## config.mk

```make
export PLATFORM = sky130hd
export DESIGN_NAME = cfg_switchbox
export DESIGN_NICKNAME = d
export VERILOG_FILES = /design/src/rtl/sb_pkg.sv /design/src/rtl/sb_track_router.sv /design/src/rtl/cfg_switchbox.sv
export SDC_FILE = /design/constraint.sdc
export NUM_CORES = 1
export LEC_CHECK = 0
export BUFFER_PORTS_ARGS = -buffer_cell sky130_fd_sc_hd__buf_2
export CORE_ASPECT_RATIO = 0.9
export CORE_MARGIN = 10
export CORE_UTILIZATION = 55
export DETAILED_ROUTE_END_ITERATION = 8
export GPL_TIMING_DRIVEN = 0
export HOLD_SLACK_MARGIN = 0.1
export PLACE_DENSITY = 0.74
export SETUP_SLACK_MARGIN = 0.5
export SYNTH_ARGS = -nofsm -noshare
export SYNTH_HDL_FRONTEND = slang
export SYNTH_SLANG_ARGS = --single-unit
export TNS_END_PERCENT = 20
```

## constraint.sdc

```tcl
create_clock -name clk -period 5 [get_ports clk]
set_input_delay 0.25 -clock clk [delete_from_list [all_inputs] [get_ports clk]]
set_output_delay 0.25 -clock clk [all_outputs]
set_load 0.01 [all_outputs]
```

## src/rtl/sb_pkg.sv

```systemverilog
// +-----------------------------------------------------------------------+
// | sb_pkg : shared types, field layout and routing helpers for the       |
// |          configurable switchbox.                                      |
// | Revision: 1.0                                                         |
// +-----------------------------------------------------------------------+
`default_nettype none

package sb_pkg;

  localparam int SB_CFG_W = 9;
  localparam int SB_SIDES = 4;

  // Field offsets inside one per-track configuration word
  localparam int SB_MODE_BIT = 8;
  localparam int SB_N_LSB    = 6;
  localparam int SB_E_LSB    = 4;
  localparam int SB_S_LSB    = 2;
  localparam int SB_W_LSB    = 0;

  // Side indices run clockwise, so +1 is clockwise and -1 counter-clockwise
  localparam logic [1:0] SIDE_N = 2'd0;
  localparam logic [1:0] SIDE_E = 2'd1;
  localparam logic [1:0] SIDE_S = 2'd2;
  localparam logic [1:0] SIDE_W = 2'd3;

  typedef enum logic [1:0] {
    CODE_IDLE    = 2'b00,
    CODE_RECV    = 2'b01,
    CODE_DRIVE   = 2'b10,
    CODE_ILLEGAL = 2'b11
  } side_code_e;

  typedef enum logic {
    MODE_0 = 1'b0,
    MODE_1 = 1'b1
  } route_mode_e;

  function automatic side_code_e side_code(input logic [SB_CFG_W-1:0] word,
                                           input logic [1:0]          side);
    logic [1:0] code;
    case (side)
      SIDE_N:  code = word[SB_N_LSB +: 2];
      SIDE_E:  code = word[SB_E_LSB +: 2];
      SIDE_S:  code = word[SB_S_LSB +: 2];
      default: code = word[SB_W_LSB +: 2];
    endcase
    return side_code_e'(code);
  endfunction

  // Destination side of driver d in a two-driver track whose other driver is partner
  function automatic logic [1:0] route_dst(input logic [1:0]  d,
                                           input logic [1:0]  partner,
                                           input logic        opposite,
                                           input route_mode_e mode);
    logic [1:0] dst;
    if (!opposite) begin
      dst = (mode == MODE_0) ? d + 2'd2 : partner + 2'd2;
    end else begin
      dst = (mode == MODE_0) ? d - 2'd1 : d + 2'd1;
    end
    return dst;
  endfunction

endpackage : sb_pkg

`default_nettype wire

```

## src/rtl/sb_track_router.sv

```systemverilog
// +-----------------------------------------------------------------------+
// | sb_track_router : combinational router for one track, decodes a       |
// |                   9-bit word into per-side data and output enables.   |
// | Revision: 1.0                                                         |
// +-----------------------------------------------------------------------+
`default_nettype none

module sb_track_router
  import sb_pkg::*;
(
  input  logic [SB_CFG_W-1:0] cfg_i,
  input  logic [SB_SIDES-1:0] in_i,
  output logic [SB_SIDES-1:0] out_o,
  output logic [SB_SIDES-1:0] oe_o,
  output logic                err_o
);

  logic [SB_SIDES-1:0]      drv;
  logic [SB_SIDES-1:0]      rcv;
  logic                     ill;
  logic [2:0]               ndrv;
  logic [1:0]               drv_a;
  logic [1:0]               drv_b;
  logic                     opposite;
  logic                     err;
  route_mode_e              mode;
  logic [1:0]               dst_a;
  logic [1:0]               dst_b;
  logic [SB_SIDES-1:0]      routed;
  logic [SB_SIDES-1:0][1:0] src_sel;

  always_comb begin
    drv   = '0;
    rcv   = '0;
    ill   = 1'b0;
    ndrv  = 3'd0;
    drv_a = 2'd0;
    drv_b = 2'd0;
    for (int s = 0; s < SB_SIDES; s++) begin
      case (side_code(cfg_i, 2'(s)))
        CODE_DRIVE: begin
          drv[s] = 1'b1;
          if (ndrv == 3'd0) drv_a = 2'(s);
          else              drv_b = 2'(s);
          ndrv = ndrv + 3'd1;
        end
        CODE_RECV:    rcv[s] = 1'b1;
        CODE_ILLEGAL: ill    = 1'b1;
        default: ;
      endcase
    end
  end

  assign err      = ill || ((ndrv == 3'd0) && (|rcv)) || (ndrv >= 3'd3);
  assign opposite = ((drv_b - drv_a) == 2'd2);
  assign mode     = route_mode_e'(cfg_i[SB_MODE_BIT]);
  assign err_o    = err;

  // Two-driver tracks route onto the free sides whatever their code; only
  // receiver sides get an output enable.
  always_comb begin
    routed  = '0;
    src_sel = '0;
    dst_a   = route_dst(drv_a, drv_b, opposite, mode);
    dst_b   = route_dst(drv_b, drv_a, opposite, mode);
    if (!err) begin
      case (ndrv)
        3'd1: begin
          for (int j = 0; j < SB_SIDES; j++) begin
            if (rcv[j]) begin
              routed[j]  = 1'b1;
              src_sel[j] = drv_a;
            end
          end
        end
        3'd2: begin
          routed[dst_a]  = 1'b1;
          src_sel[dst_a] = drv_a;
          routed[dst_b]  = 1'b1;
          src_sel[dst_b] = drv_b;
        end
        default: ;
      endcase
    end
  end

  always_comb begin
    out_o = '0;
    oe_o  = '0;
    for (int j = 0; j < SB_SIDES; j++) begin
      out_o[j] = routed[j] & in_i[src_sel[j]];
      oe_o[j]  = routed[j] & rcv[j];
    end
  end

endmodule : sb_track_router

`default_nettype wire

```

## src/rtl/cfg_switchbox.sv

```systemverilog
// +-----------------------------------------------------------------------+
// | cfg_switchbox : serially configured N/E/S/W switchbox with shadow and |
// |                 active frames. SB_OUT_REG_EN registers *_out / *_oe.  |
// | Revision: 1.0                                                         |
// +-----------------------------------------------------------------------+
`default_nettype none

module cfg_switchbox
  import sb_pkg::*;
#(
  parameter int TRACKS = 4,
  parameter int FRAME  = TRACKS * SB_CFG_W
) (
  input  logic              clk,
  input  logic              nrst,
  input  logic              cfg_in,
  input  logic              cfg_shift,
  input  logic              cfg_commit,
  output logic              cfg_out,
  output logic              cfg_ready,
  output logic              cfg_err,
  input  logic [TRACKS-1:0] n_in,
  input  logic [TRACKS-1:0] e_in,
  input  logic [TRACKS-1:0] s_in,
  input  logic [TRACKS-1:0] w_in,
  output logic [TRACKS-1:0] n_out,
  output logic [TRACKS-1:0] e_out,
  output logic [TRACKS-1:0] s_out,
  output logic [TRACKS-1:0] w_out,
  output logic [TRACKS-1:0] n_oe,
  output logic [TRACKS-1:0] e_oe,
  output logic [TRACKS-1:0] s_oe,
  output logic [TRACKS-1:0] w_oe,
  output logic [TRACKS-1:0] track_err
);

  localparam int               CNT_W     = $clog2(FRAME + 1);
  localparam logic [CNT_W-1:0] FRAME_CNT = CNT_W'(FRAME);

  logic [FRAME-1:0] shadow_q, shadow_d;
  logic [FRAME-1:0] active_q, active_d;
  logic [CNT_W-1:0] cnt_q, cnt_d;
  logic             err_q, err_d;
  logic             frame_full;

  assign frame_full = (cnt_q == FRAME_CNT);
  assign cfg_out    = shadow_q[FRAME-1];
  assign cfg_ready  = frame_full;
  assign cfg_err    = err_q;

  // A commit takes priority and swallows any shift in the same cycle
  always_comb begin
    shadow_d = shadow_q;
    active_d = active_q;
    cnt_d    = cnt_q;
    err_d    = err_q;
    if (cfg_commit) begin
      if (frame_full) begin
        active_d = shadow_q;
        cnt_d    = '0;
        err_d    = 1'b0;
      end else begin
        err_d    = 1'b1;
      end
    end else if (cfg_shift) begin
      shadow_d = {shadow_q[FRAME-2:0], cfg_in};
      if (!frame_full) cnt_d = cnt_q + CNT_W'(1);
    end
  end

  always_ff @(posedge clk or negedge nrst) begin
    if (!nrst) begin
      shadow_q <= '0;
      active_q <= '0;
      cnt_q    <= '0;
      err_q    <= 1'b0;
    end else begin
      shadow_q <= shadow_d;
      active_q <= active_d;
      cnt_q    <= cnt_d;
      err_q    <= err_d;
    end
  end

  logic [TRACKS-1:0] n_out_d, e_out_d, s_out_d, w_out_d;
  logic [TRACKS-1:0] n_oe_d, e_oe_d, s_oe_d, w_oe_d;

  for (genvar t = 0; t < TRACKS; t++) begin : g_track
    logic [SB_SIDES-1:0] trk_out;
    logic [SB_SIDES-1:0] trk_oe;

    sb_track_router u_router (
      .cfg_i (active_q[t*SB_CFG_W +: SB_CFG_W]),
      .in_i  ({w_in[t], s_in[t], e_in[t], n_in[t]}),
      .out_o (trk_out),
      .oe_o  (trk_oe),
      .err_o (track_err[t])
    );

    assign n_out_d[t] = trk_out[SIDE_N];
    assign e_out_d[t] = trk_out[SIDE_E];
    assign s_out_d[t] = trk_out[SIDE_S];
    assign w_out_d[t] = trk_out[SIDE_W];
    assign n_oe_d[t]  = trk_oe[SIDE_N];
    assign e_oe_d[t]  = trk_oe[SIDE_E];
    assign s_oe_d[t]  = trk_oe[SIDE_S];
    assign w_oe_d[t]  = trk_oe[SIDE_W];
  end

`ifdef SB_OUT_REG_EN
  logic [TRACKS-1:0] n_out_q, e_out_q, s_out_q, w_out_q;
  logic [TRACKS-1:0] n_oe_q, e_oe_q, s_oe_q, w_oe_q;

  always_ff @(posedge clk or negedge nrst) begin
    if (!nrst) begin
      n_out_q <= '0;
      e_out_q <= '0;
      s_out_q <= '0;
      w_out_q <= '0;
      n_oe_q  <= '0;
      e_oe_q  <= '0;
      s_oe_q  <= '0;
      w_oe_q  <= '0;
    end else begin
      n_out_q <= n_out_d;
      e_out_q <= e_out_d;
      s_out_q <= s_out_d;
      w_out_q <= w_out_d;
      n_oe_q  <= n_oe_d;
      e_oe_q  <= e_oe_d;
      s_oe_q  <= s_oe_d;
      w_oe_q  <= w_oe_d;
    end
  end

  assign n_out = n_out_q;
  assign e_out = e_out_q;
  assign s_out = s_out_q;
  assign w_out = w_out_q;
  assign n_oe  = n_oe_q;
  assign e_oe  = e_oe_q;
  assign s_oe  = s_oe_q;
  assign w_oe  = w_oe_q;
`else
  assign n_out = n_out_d;
  assign e_out = e_out_d;
  assign s_out = s_out_d;
  assign w_out = w_out_d;
  assign n_oe  = n_oe_d;
  assign e_oe  = e_oe_d;
  assign s_oe  = s_oe_d;
  assign w_oe  = w_oe_d;
`endif

endmodule : cfg_switchbox

`default_nettype wire

```

# ---- Yosys cells after proc, flatten, opt, wreduce, memory -nomap -nowiden
# Cells that the tools add are included.
dict set report op_classes {
  n_mul 0
  muxes 241
  n_lt_le_gt_ge 36
  n_addsub 41
  n_bitwise 41
  reduce_logical 44
  eq_ne 63
  n_shift 0
  n_div 0
}
# cell count
set ops {}
lappend ops {{2-to-1 mux 2 bit} 88}
lappend ops {{2-to-1 mux 1 bit} 85}
lappend ops {{== test 2 bit (second input constant)} 36}
lappend ops {{< comparator 2 x 3 -> 1 bit (second input constant)} 24}
lappend ops {{one-hot mux 8 bit (2 select lines)} 4}
lappend ops {{logical NOT 3 bit} 16}
lappend ops {{2-to-1 mux 3 bit} 12}
lappend ops {{bitwise AND 1 bit} 32}
lappend ops {{bitwise AND 8 bit} 4}
lappend ops {{binary-select mux 1 bit (select 2 bit)} 16}
lappend ops {{bitwise mux 8 bit} 4}
lappend ops {{demux 2 bit (select 2 bit)} 8}
lappend ops {{== test 2 x 1 -> 1 bit (second input constant)} 16}
lappend ops {{2-to-1 mux 8 bit} 4}
lappend ops {{one-hot mux 4 bit (2 select lines)} 4}
lappend ops {{adder 3 x 1 -> 3 bit (second input constant)} 8}
lappend ops {{2-to-1 mux 6 bit} 4}
lappend ops {{adder 2 x 1 -> 2 bit (second input constant)} 8}
lappend ops {{adder 2 bit (second input constant)} 8}
lappend ops {{demux 1 bit (select 2 bit)} 8}
lappend ops {{greater-or-equal comparator 2 x 1 -> 1 bit (second input constant)} 8}
lappend ops {{2-to-1 mux 4 bit} 4}
lappend ops {{OR 4 bit} 4}
lappend ops {{OR reduction 4 bit} 4}
lappend ops {{other kinds (16)} 57}
dict set report word_totals {
  latch_bits 0
  word_cells 470
  memories 0
  rom_bits 0
  ff_bits 79
  output_inout_bits 39
  ram_bits 0
}

# ---- Depth between registers and ports, before layout
# Gate-level depths: netlist of the first run.
dict set report logic_depth {
  depth_word 23
  mapped_depth 17
}

# ---- Hierarchy
# A second synthesis of the first run with hierarchy kept.
dict set report hier_totals {
  cells_unflattened 948
  area_unflattened_um2 8007.7
}
# module area_per_inst_um2 seq_area_each_um2 instances cells_each
set by_module_without_submodules {}
lappend by_module_without_submodules {sb_track_router 1199.9 0.0 4 189}
lappend by_module_without_submodules {cfg_switchbox 3208.1 1976.9 1 192}

# ---- Least setup slack after synthesis of the first run
# No wires, ideal clock.
dict set report synth_path {
  kind {reg-to-output}
  from {register active_q[6]}
  to {output port s_out[0]}
  slack_ps 993
  t_required_ps 4750
  arrival_ps 3757
  path_stages_with_launch 17
  path_cell_list {dfrtp_1 nand2b_1 clkbuf_1 inv_2 ha_1 xnor2_1 ha_1 clkbuf_1 inv_1 a311oi_2 o22ai_1 a31o_2 and2_1 a32oi_1 mux2i_1 nor2_1 a311oi_1}
}
dict set report synth_via {
  elab_chain_len 23
}
# element line
set synth_lines {}
lappend synth_lines {{from (decl)} cfg_switchbox.sv:41} ;# logic [FRAME-1:0] active_q, active_d;
lappend synth_lines {{from (signal assigned)} cfg_switchbox.sv:79} ;# active_q <= active_d;
lappend synth_lines {{== test 2 bit} sb_track_router.sv:40} ;# case (side_code(cfg_i, 2'(s)))
lappend synth_lines {{2-to-1 mux 1 bit} sb_track_router.sv:40}
lappend synth_lines {{adder 1 x 1 -> 2 bit or logical NOT 3 bit (tied branches)} {sb_track_router.sv:45, sb_track_router.sv:43}}
lappend synth_lines {{2-to-1 mux 3 bit or 2-to-1 mux 1 bit (tied branches)} {sb_track_router.sv:40, sb_track_router.sv:43}}
lappend synth_lines {{adder 3 x 1 -> 3 bit, or another cell as far along} sb_track_router.sv:45} ;# ndrv = ndrv + 3'd1;
lappend synth_lines {{2-to-1 mux 3 bit or 2-to-1 mux 2 bit (tied branches)} {sb_track_router.sv:40, sb_track_router.sv:43}}
lappend synth_lines {{logical NOT 3 bit or 2-to-1 mux 2 bit (tied branches)} {sb_track_router.sv:43, sb_track_router.sv:40}}
lappend synth_lines {{2-to-1 mux 2 bit} sb_track_router.sv:43} ;# if (ndrv == 3'd0) drv_a = 2'(s);
lappend synth_lines {{[... 7 more ...]} n/a}
lappend synth_lines {{demux 2 bit (select 2 bit)} n/a}
lappend synth_lines {{bitwise AND 8 bit (no source line)} n/a}
lappend synth_lines {{bitwise mux 8 bit} sb_track_router.sv:80} ;# src_sel[dst_b] = drv_b;
lappend synth_lines {{one-hot mux 8 bit (2 select lines)} sb_track_router.sv:67} ;# case (ndrv)
lappend synth_lines {{2-to-1 mux 8 bit} sb_track_router.sv:66} ;# if (!err) begin
lappend synth_lines {{binary-select mux 1 bit (select 2 bit)} sb_track_router.sv:91} ;# out_o[j] = routed[j] & in_i[src_sel[j]];
lappend synth_lines {{2-to-1 mux 1 bit (implied by the code)} sb_track_router.sv:91}
lappend synth_lines {{bitwise AND 1 bit (*)} sb_track_router.sv:91}
lappend synth_lines {{to (decl)} cfg_switchbox.sv:28} ;# output logic [TRACKS-1:0] s_out,
# Mark *: on every way between the ends. The rest lies on a longest branch, timed or not. The select of a mux whose other input is x is not followed.

# ---- Final worst setup path of the first run
dict set report layout_path {
  from {register active_q[33]}
  to {output port s_out[3]}
}
# The elaborated chain is that of the path after synthesis.

==> metrics.cfg, run 1 <==
[route]
first_pass_iters = 5
wirelength_um = 20430
routed_via_density = 6.307
route.detailed.drc = 0
vias = 7858
routedWlPerCell_um = 16.40
drt_iter0_markers = 969
drtAntennaViolNets = 0

[logic_synthesis]
synth_area_leaders = dfrtp_1 27%, nand2_1 9.1%, mux2_2 5.2%
ys.flop_type = dfrtp_1
synthArstFlopShare_pct = 100.0
synth.avg_cell_area_um2 = 7.403
yosysMostFrequentCell = nand2_1
synth_common_cells = 179 x nand2_1, 95 x nor2_1, 79 x dfrtp_1, 64 x o21ai_0, 59 x a21oi_1
syn_area_mm2 = 0.007373
synth_largest_area_cell = dfrtp_1
ys_seq_area_share_pct = 26.81
synth_fp_nets = 1032
synth_cell_types = 84
ys_ff_latch = 79
syn-instance-count = 996
yosysWarnings = 0
synth_edf_count = 0
synth_top_area_share_pct = 26.81

[critical_path]
crit_chain = nand2b_2, inv_4, ha_2, xnor2_4, ha_4, or3b_1, o31ai_1, or2_1, buf_2, nor3_1, a311oi_1, a2111oi_4, a31oi_2, mux2i_1, o22ai_1, buf_2
crit_type = flop to primary output
slowest_delay_ns = 0.50
start_kind = flop
cp.arrival_ns = 4.17
cpMostUsedCell = buf_2
required_ns = 4.75
critPathMaxFanout = 7
slowest_stage = a311oi_1
end_kind = primary output

[timing]
slew_headroom_pct = 52.67
setup_violations = 0
slew_viol_final = 0
setup_slack_ns = 0.5798
skew_ns = 0.006252
holdWs_ns = 0.1288
tightest_slew_ns = 0.7085
fmax_mhz = 226.2
finalHoldViolCount = 0
min_period_ns = 4.420
rsz0062_at_grt = true
period_share_pct = 88.40
fin_setup_tns_ns = 0

[clock_network]
path_clk_slew_ns = 0.06
clkSinkCount = 79
cts-root-buf = clkbuf_16
clock_latency_ns = 0.33
numCtsBuffers = 9
cts_tree = done
h-tree-depth = 3
cts_buffer_depth = 2

[grt]
grt_pass1_vias = 6910
grt_pass1_wl_um = 33090
grt_max_degree = 62
antenna_found_initial = 0
grt-ovfl-total = 0
grt.total_usage_pct = 20.77

[placed_design]
dp_slack_ns = 0.3030
hpwl_um = 14910
port_buffers = 59
gp_congestion = 0.9821

[floorplan]
dieArea_mm2 = 0.01844
dieHeight_um = 129.8
io_pins = 60
rows = 40
coreArea_mm2 = 0.01326
die-width_um = 142.0
start_util_pct = 55.59

[power]
p_leak_nw = 3.800
power_w = 0.001410
max-vdd-ir-drop_v = 0.0002602
p_per_area_mw_per_mm2 = 164.9

[final_layout]
finalNetCount = 1109
fillers = 1212
area_growth_pct = 15.95
drive_gt1_share_pct = 18.18
antenna_cells = 0

[hold_path]
hold_class = input port to flop

[status]
status = finished, final reports clean

[job]
drv_cap = 0

[kinds of logic after synthesis]
family          Yosys count  share of synthesized area, %
mux                      51                         7.517
fa+ha+maj                15                         2.545
compound gates          299                         27.46
flops                    79                         26.81
buf+inv                  85                         4.717
simple gates            455                         29.53
xor+xnor                 12                         1.425
[worst max-delay path, delay by kind of cell, from the launching register on]
| kind | cells | cell delay (ns) |
|---|---|---|
| AOI/OAI and AO/OA | 5 | 1.08 |
| DFF | 1 | 0.44 |
| xor gates and xnor gates | 1 | 0.17 |
| and+or+nand+nor | 4 | 0.94 |
| buffers and inverters | 3 | 0.44 |
| muxes | 1 | 0.21 |
| adders and majority gates | 2 | 0.54 |
[state kept, by name, summed over array words and instances, names as in the netlist]
| register | cells |
|---|---|
| active_q | 36 |
| cfg_err | 1 |
| cnt_q | 6 |
| shadow_q | 36 |
[worst paths after layout]
check / from / end / slack, ns / depth (start not counted)
max: active_q[33] / s_out[3] / 0.58 / 16
min: cfg_in / shadow_q[0] / 0.13 / 3
max reg2reg: cnt_q[0] / active_q[12] / 2.60 / 7
min reg2reg: shadow_q[0] / shadow_q[1] / 0.49 / 2
max in group asynchronous: nrst / active_q[33] / 4.08 / 3
min in group asynchronous: nrst / shadow_q[9] / 0.34 / 2
[power breakdown]
group / switching [W] / total (W) / internal [W]
Combinational: 0.0000495 / 0.0000784 / 0.0000289
Clock: 0.000239 / 0.000638 / 0.000400
Sequential: 0.0000242 / 0.000693 / 0.000669
Total: 0.000312 / 0.00141 / 0.00110
[cells in the final DEF (no fill, tap or decap), types with 11 or more instances in the layout]
master | netlist | routed
nand3_1 | 15 | 15
dfrtp_1 | 79 | 78
nor3_1 | 37 | 32
mux2i_1 | 16 | 16
mux2_2 | 34 | 34
a21oi_1 | 59 | 58
o21ai_1 | 11 | 12
o21ai_0 | 64 | 62
nand2b_1 | 38 | 34
nor2_1 | 95 | 92
nand2_1 | 179 | 179
a22oi_1 | 13 | 13
clkbuf_1 | 40 | 33
buf_2 | 5 | 64
inv_1 | 24 | 24
a31oi_1 | 15 | 14
or3_1 | 11 | 11
nor2b_1 | 18 | 18
a211oi_1 | 12 | 11
[layer usage]
metal / track usage (%) / wire, um
met1: 29.93 / 9487
met2: 31.73 / 9275
met3: 4.141 / 1453
met4: 3.604 / 216
met5: 0 / 0
[area by class of cell]
type | count | area [um2] | share of cell area (%)
multi-input cells | 832 | 5320 | 62.23
plain buffers | 51 | 240.2 | 2.810
clock buffers | 13 | 250.2 | 2.927
flip-flops and latches | 79 | 1978 | 23.14
repair buffers | 66 | 372.9 | 4.361
clock inverters | 3 | 42.54 | 0.4976
inverters | 34 | 135.1 | 1.581
well taps | 168 | 210.2 | 2.459
[repair_timing]
action                                  in CTS  in global routing
gates resized for setup                     15                 66
endpoints found under the setup margin      16                 21
pin swaps                                    0                  5
endpoints found under the hold margin       18                  0
setup buffers                                0                  5
hold buffers                                 1                  0
[metrics by stage]
step,cells,util (%),area [um2]
3_3_place_gp,1223,59.41,7879
5_1_grt,1246,64.46,8549
3_5_place_dp,1224,59.63,7909
2_1_floorplan,996,-,7373
6_report,1246,64.46,8549
4_1_cts,1241,62.42,8278
Power figures use the tool's default switching activity.
==> inputs of run 2 (changes only) <==
--- a/constraint.sdc
+++ b/constraint.sdc
@@ -3,2 +3,2 @@
 set_output_delay 0.25 -clock clk [all_outputs]
-set_load 0.01 [all_outputs]
+set_load 0.05 [all_outputs]
==> metrics.cfg, run 2 (same netlist as run 1, synthesis figures left out) <==
[timing]
period_share_pct = 88.67  ; +0.27 points
skew_ns = 0.007599  ; +0.001347 ns
slew_headroom_pct = 54.18  ; +1.5 points
finalHoldViolCount = 0  ; unchanged
tightest_slew_ns = 0.6847  ; -0.02380 ns
min_period_ns = 4.434  ; +0.01345 ns
rsz0062_at_grt = true
holdWs_ns = 0.1956  ; +0.06675 ns
slew_viol_final = 0  ; unchanged
setup_violations = 0  ; unchanged
fmax_mhz = 225.5  ; -0.30%
fin_setup_tns_ns = 0  ; unchanged

[hold_path]
min_from = cfg_commit
hold_depth = 2  ; -1
holdPathEnd = cfg_err
hold_class = input port to flop

[critical_path]
crit_type = flop to primary output
r2r_start = cnt_q[0]
cp.arrival_ns = 4.18  ; about the same
critPathMaxFanout = 9  ; +2
r2r_slack_ns = 2.68  ; +0.08 ns
slowest_stage = dfrtp_1
timing.rr.end = active_q[12]
required_ns = 4.75  ; about the same
crit_chain = nand2b_1, clkbuf_4, inv_4, ha_2, xnor2_2, ha_1, clkbuf_4, inv_1, a311oi_4, o22ai_1, a31o_2, and2_1, a32oi_2, mux2i_1, nor2_1, a311oi_2, buf_6
end_kind = primary output
r2r_cells = 7  ; unchanged
start_kind = flop
slowest_delay_ns = 0.42  ; -0.08 ns
cpMostUsedCell = clkbuf_4

[final_layout]
reg.largest.list = active_q x36, shadow_q x36, cnt_q x6
final_common_cell = nand2_1
final_cells = 1255  ; +0.72%
antenna_cells = 0  ; unchanged
finalNetCount = 1118  ; +0.81%
final_cell_mix = 179 x nand2_1, 90 x nor2_1, 78 x dfrtp_1, 60 x o21ai_0, 58 x a21oi_1
drive_gt1_share_pct = 19.96  ; +1.8 points
area_growth_pct = 18.56

[placed_design]
gp_congestion = 0.9567  ; -2.6%
place_inst = 1224  ; unchanged
hpwl_um = 14770  ; -0.93%
port_buffers = 59  ; unchanged

[clock_network]
cts_buffer_depth = 2  ; unchanged
clock_latency_ns = 0.34  ; about the same
cts_tree = done
h-tree-depth = 3  ; unchanged
path_clk_slew_ns = 0.06  ; about the same
clkSinkCount = 79  ; unchanged
numCtsBuffers = 9  ; unchanged
cts-root-buf = clkbuf_16

[power]
swShare_pct = 23.50  ; +1.4 points
clockPowerShare_pct = 48.1  ; +2.8 points
max-vdd-ir-drop_v = 0.0001884  ; -28%
p_int_w = 0.001141  ; +4.0%
combPwrFrac_pct = 5.4  ; -0.2 points
sequentialPowerShare_pct = 46.5  ; -2.7 points
p_leak_nw = 3.865  ; +1.7%
p_per_area_mw_per_mm2 = 170.7  ; +3.5%
p_sw_w = 0.0003506  ; +12%

[grt]
grt.total_usage_pct = 20.87  ; +0.11 points
grt-ovfl-total = 0  ; unchanged
grt_max_degree = 72  ; +16%
antenna_found_initial = 0  ; unchanged
grt_pass1_vias = 6870  ; -0.58%
grt_pass1_wl_um = 33180  ; +0.27%

[floorplan]
rows = 40  ; unchanged
dieArea_mm2 = 0.01844  ; unchanged
io_pins = 60  ; unchanged
die-width_um = 142.0  ; unchanged
dieHeight_um = 129.8  ; unchanged
start_util_pct = 55.59  ; unchanged
coreArea_mm2 = 0.01326  ; unchanged

[route]
vias = 7987  ; +1.6%
routed_via_density = 6.364  ; +0.91%
routedWlPerCell_um = 16.62  ; +1.3%
wirelength_um = 20850  ; +2.1%
drtAntennaViolNets = 0  ; unchanged
route.detailed.drc = 0  ; unchanged
drt_iter0_markers = 1013  ; +4.5%
first_pass_iters = 8  ; +3

[status]
status = finished, final reports clean

[job]
drv_cap = 0  ; unchanged

-- run 2: worst max-delay path by stage --
stage | cells after the start | slack, ns | start | endpoint
after floorplan | 11 | 0.01 | active_q[34] | s_oe[3]
after global placement | 18 | 0.18 | active_q[6] | s_out[0]
after detailed placement | 17 | 0.26 | active_q[6] | w_out[0]
after CTS | 16 | 0.47 | active_q[15] | n_out[1]
after global routing | 17 | 0.37 | active_q[4] | s_out[0]
final | 17 | 0.57 | active_q[4] | s_out[0]
-- run 2: what timing repair did --
| action | in CTS | in global routing |
|---|---|---|
| pin swaps | 4 | 10 |
| gates resized for setup | 32 | 77 |
| endpoints found under the setup margin | 18 | 20 |
| endpoints found under the hold margin | 80 | 0 |
| hold buffers | 2 | 0 |
| buffers inserted | 4 | 9 |
-- run 2: area by class of cell --
class                           instances  area (um2)
Fill cell                            1126        4521
Sequential cell                        79        1978
Buffer                                 51       242.7
Clock buffer                            9       225.2
Timing Repair Buffer                   75       474.2
Multi-Input combinational cell        832        5371
Tap cell                              168       210.2
Clock inverter                          7       102.6
Inverter                               34       137.6
-- run 2: stage by stage --
| stage | cell area (um2) | utilization [%] | setup WS [ns] | power [W] |
|---|---|---|---|---|
| global placement | 7886 | 59.46 | 0.1835 | 0.0007779 |
| global route | 8742 | 65.92 | 0.3651 | 0.001547 |
| CTS | 8424 | 63.52 | 0.4672 | 0.001503 |
| floorplan | 7381 | - | 0.01230 | 0.0007393 |
| finish | 8742 | 65.92 | 0.5663 | 0.001492 |
| detailed placement | 7916 | 59.69 | 0.2620 | 0.0007839 |
-- run 2: critical path, delay by kind of cell, from the launching register on --
kind	cells	cell delay, ns
xor gates and xnor gates	1	0.18
muxes	1	0.21
DFF	1	0.42
adders and majority gates	2	0.52
AOI/OAI and AO/OA	5	1.28
buffers and inverters	5	0.83
and+or+nand+nor	3	0.41
-- run 2: power by group through the flow --
| stage | sequential [W] | clock, W | combinational (W) |
|---|---|---|---|
| after floorplan | 0.000698 | 0 | 0.0000415 |
| after global placement | 0.000704 | 0 | 0.0000738 |
| after detailed placement | 0.000704 | 0 | 0.0000795 |
| after CTS | 0.000693 | 0.000729 | 0.0000814 |
| after global routing | 0.000698 | 0.000754 | 0.0000943 |
| final | 0.000694 | 0.000718 | 0.0000800 |
-- run 2: layer usage --
| layer | wire (um) | part of all wire (%) | global-route usage [%] |
|---|---|---|---|
| met5 | 0 | 0 | 0 |
| met4 | 201 | 0.96 | 3.303 |
| met3 | 1357 | 6.5 | 3.523 |
| met2 | 9754 | 47 | 32.98 |
| met1 | 9538 | 46 | 29.69 |
==> inputs of run 3 (changes only) <==
- clock period: 5 -> 4.6 ns (I/O delays scaled with it)
==> metrics.cfg, run 3 (same netlist as run 1, synthesis figures left out) <==
[route]
drtAntennaViolNets = 0  ; unchanged
wirelength_um = 22350  ; +7.2%
drt_iter0_markers = 1163  ; +15%
routedWlPerCell_um = 17.28  ; +4.0%
vias = 8330  ; +4.3%
routed_via_density = 6.442  ; +1.2%
first_pass_iters = 6  ; -2
route.detailed.drc = 0  ; unchanged

[final_layout]
area_growth_pct = 28.37
drive_gt1_share_pct = 27.20  ; +7.2 points
finalNetCount = 1156  ; +3.4%
final_cells = 1293  ; +3.0%
final_cell_mix = 177 x nand2_1, 87 x nor2_1, 69 x dfrtp_1, 64 x buf_4, 60 x o21ai_0
final_area_mm2 = 0.009465  ; +8.3%
reg.largest.list = active_q x36, shadow_q x36, cnt_q x6
final_common_cell = nand2_1
antenna_cells = 0  ; unchanged

[grt]
grt_max_degree = 73  ; +1.4%
grt.total_usage_pct = 22.41  ; +1.5 points
antenna_found_initial = 0  ; unchanged
grt-ovfl-total = 0  ; unchanged
grt_pass1_vias = 7393  ; +7.6%
grt_pass1_wl_um = 35620  ; +7.4%

[placed_design]
dp_slack_ns = -0.1816  ; -0.4436 ns
hpwl_um = 14880  ; +0.76%
dpl_cell_area_mm2 = 0.007969  ; +0.66%
gp_congestion = 0.9798  ; +2.4%
port_buffers = 59  ; unchanged
place_inst = 1224  ; unchanged

[clock_network]
cts-root-buf = clkbuf_16
numCtsBuffers = 9  ; unchanged
cts_buffer_depth = 2  ; unchanged
clock_latency_ns = 0.33  ; about the same
h-tree-depth = 3  ; unchanged
clkSinkCount = 79  ; unchanged
path_clk_slew_ns = 0.06  ; about the same
cts_tree = done

[timing]
holdWs_ns = 0.1785  ; -0.01704 ns
fmax_mhz = 241.8
tightest_slew_ns = 0.7055  ; +0.02084 ns
slew_viol_final = 0  ; unchanged
min_period_ns = 4.136
period_share_pct = 89.91
skew_ns = 0.003790  ; -0.003809 ns
rsz0062_at_grt = true
slew_headroom_pct = 52.97  ; -1.2 points
setup_violations = 0  ; unchanged
setup_slack_ns = 0.4641  ; -0.1022 ns
finalHoldViolCount = 0  ; unchanged

[power]
p_leak_nw = 4.120  ; +6.6%
p_per_area_mw_per_mm2 = 165.4  ; -3.1%
power_w = 0.001565  ; +4.9%
max-vdd-ir-drop_v = 0.0002584  ; +37%

[critical_path]
start_kind = flop
crit_type = flop to primary output
critPathMaxFanout = 7  ; -2
required_ns = 4.37  ; -0.38 ns
cp.arrival_ns = 3.91  ; -0.27 ns
end_kind = primary output

[floorplan]
start_util_pct = 55.59  ; unchanged
dieArea_mm2 = 0.01844  ; unchanged
io_pins = 60  ; unchanged
coreArea_mm2 = 0.01326  ; unchanged
die-width_um = 142.0  ; unchanged
dieHeight_um = 129.8  ; unchanged
rows = 40  ; unchanged

[status]
status = finished, final reports clean

[hold_path]
hold_class = input port to flop

[job]
drv_cap = 0  ; unchanged

## run 3: changes by cell type in the layout (fill, tap and decap cells not counted), moves of 4 or more
| cell | previous run | this run |
|---|---|---|
| clkbuf_8 | 0 | 5 |
| buf_6 | 2 | 10 |
| buf_4 | 24 | 64 |
| clkbuf_4 | 8 | 3 |
| dfrtp_1 | 78 | 69 |
| clkbuf_2 | 5 | 1 |
| dfrtp_2 | 1 | 10 |
| inv_2 | 6 | 2 |
| a21oi_2 | 2 | 9 |
| a21oi_1 | 58 | 49 |
| nand2b_4 | 2 | 6 |
## run 3: area by class of cell
class | instances | area, um2
Multi-Input combinational cell | 832 | 5705
Timing Repair Buffer | 113 | 793.3
Tap cell | 168 | 210.2
Sequential cell | 79 | 1989
Inverter | 34 | 160.2
Clock buffer | 13 | 270.3
Clock inverter | 3 | 40.04
Buffer | 51 | 296.5
Fill cell | 1047 | 3797
## run 3: layer usage
| metal | routed length, um | global-route usage (%) |
|---|---|---|
| met1 | 9758 | 31.41 |
| met2 | 10420 | 34.72 |
| met3 | 1725 | 3.778 |
| met4 | 444 | 6.366 |
| met5 | 0 | 0 |
## run 3: timing repair
item	in CTS	in global routing
endpoints found under the hold margin	80	0
gates cloned	0	0
pin swaps	14	28
setup buffers	32	19
gates resized for setup	104	94
hold buffers	2	0
endpoints found under the setup margin	29	21
## run 3: critical path, cell delays in order, from the launching register on
cell,delay (ns)
dfrtp_1,0.38
nand2b_4,0.15
buf_6,0.14
inv_6,0.10
ha_4,0.22
xnor2_2,0.20
ha_2,0.25
or3b_4,0.17
nor3_4,0.04
a311oi_2,0.32
mux2i_1,0.36
o2111a_1,0.29
a21boi_4,0.22
a21oi_2,0.06
a211o_1,0.26
o221a_1,0.25
buf_6,0.15
## run 3: path summary, 6_finish.rpt
check / from / end / slack (ns) / depth (start not counted)
min reg2reg: shadow_q[18] / shadow_q[19] / 0.49 / 2
min: cfg_commit / cfg_err / 0.18 / 2
max in group asynchronous: nrst / active_q[3] / 3.73 / 3
min in group asynchronous: nrst / active_q[26] / 0.27 / 2
max reg2reg: cnt_q[0] / active_q[4] / 2.21 / 7
max: active_q[15] / n_out[1] / 0.46 / 16
## run 3: stage by stage
stage          utilization [%]  TNS (ns)
2_1_floorplan                -         0
3_3_place_gp             59.86   -0.3376
3_5_place_dp             60.08   -0.3132
4_1_cts                  67.65         0
5_1_grt                  71.37         0
6_report                 71.37         0
## run 3: power by group
part | switching [W] | internal [W]
Clock | 0.000261 | 0.000463
Sequential | 0.0000267 | 0.000727
Combinational | 0.0000552 | 0.0000320
Total | 0.000343 | 0.00122
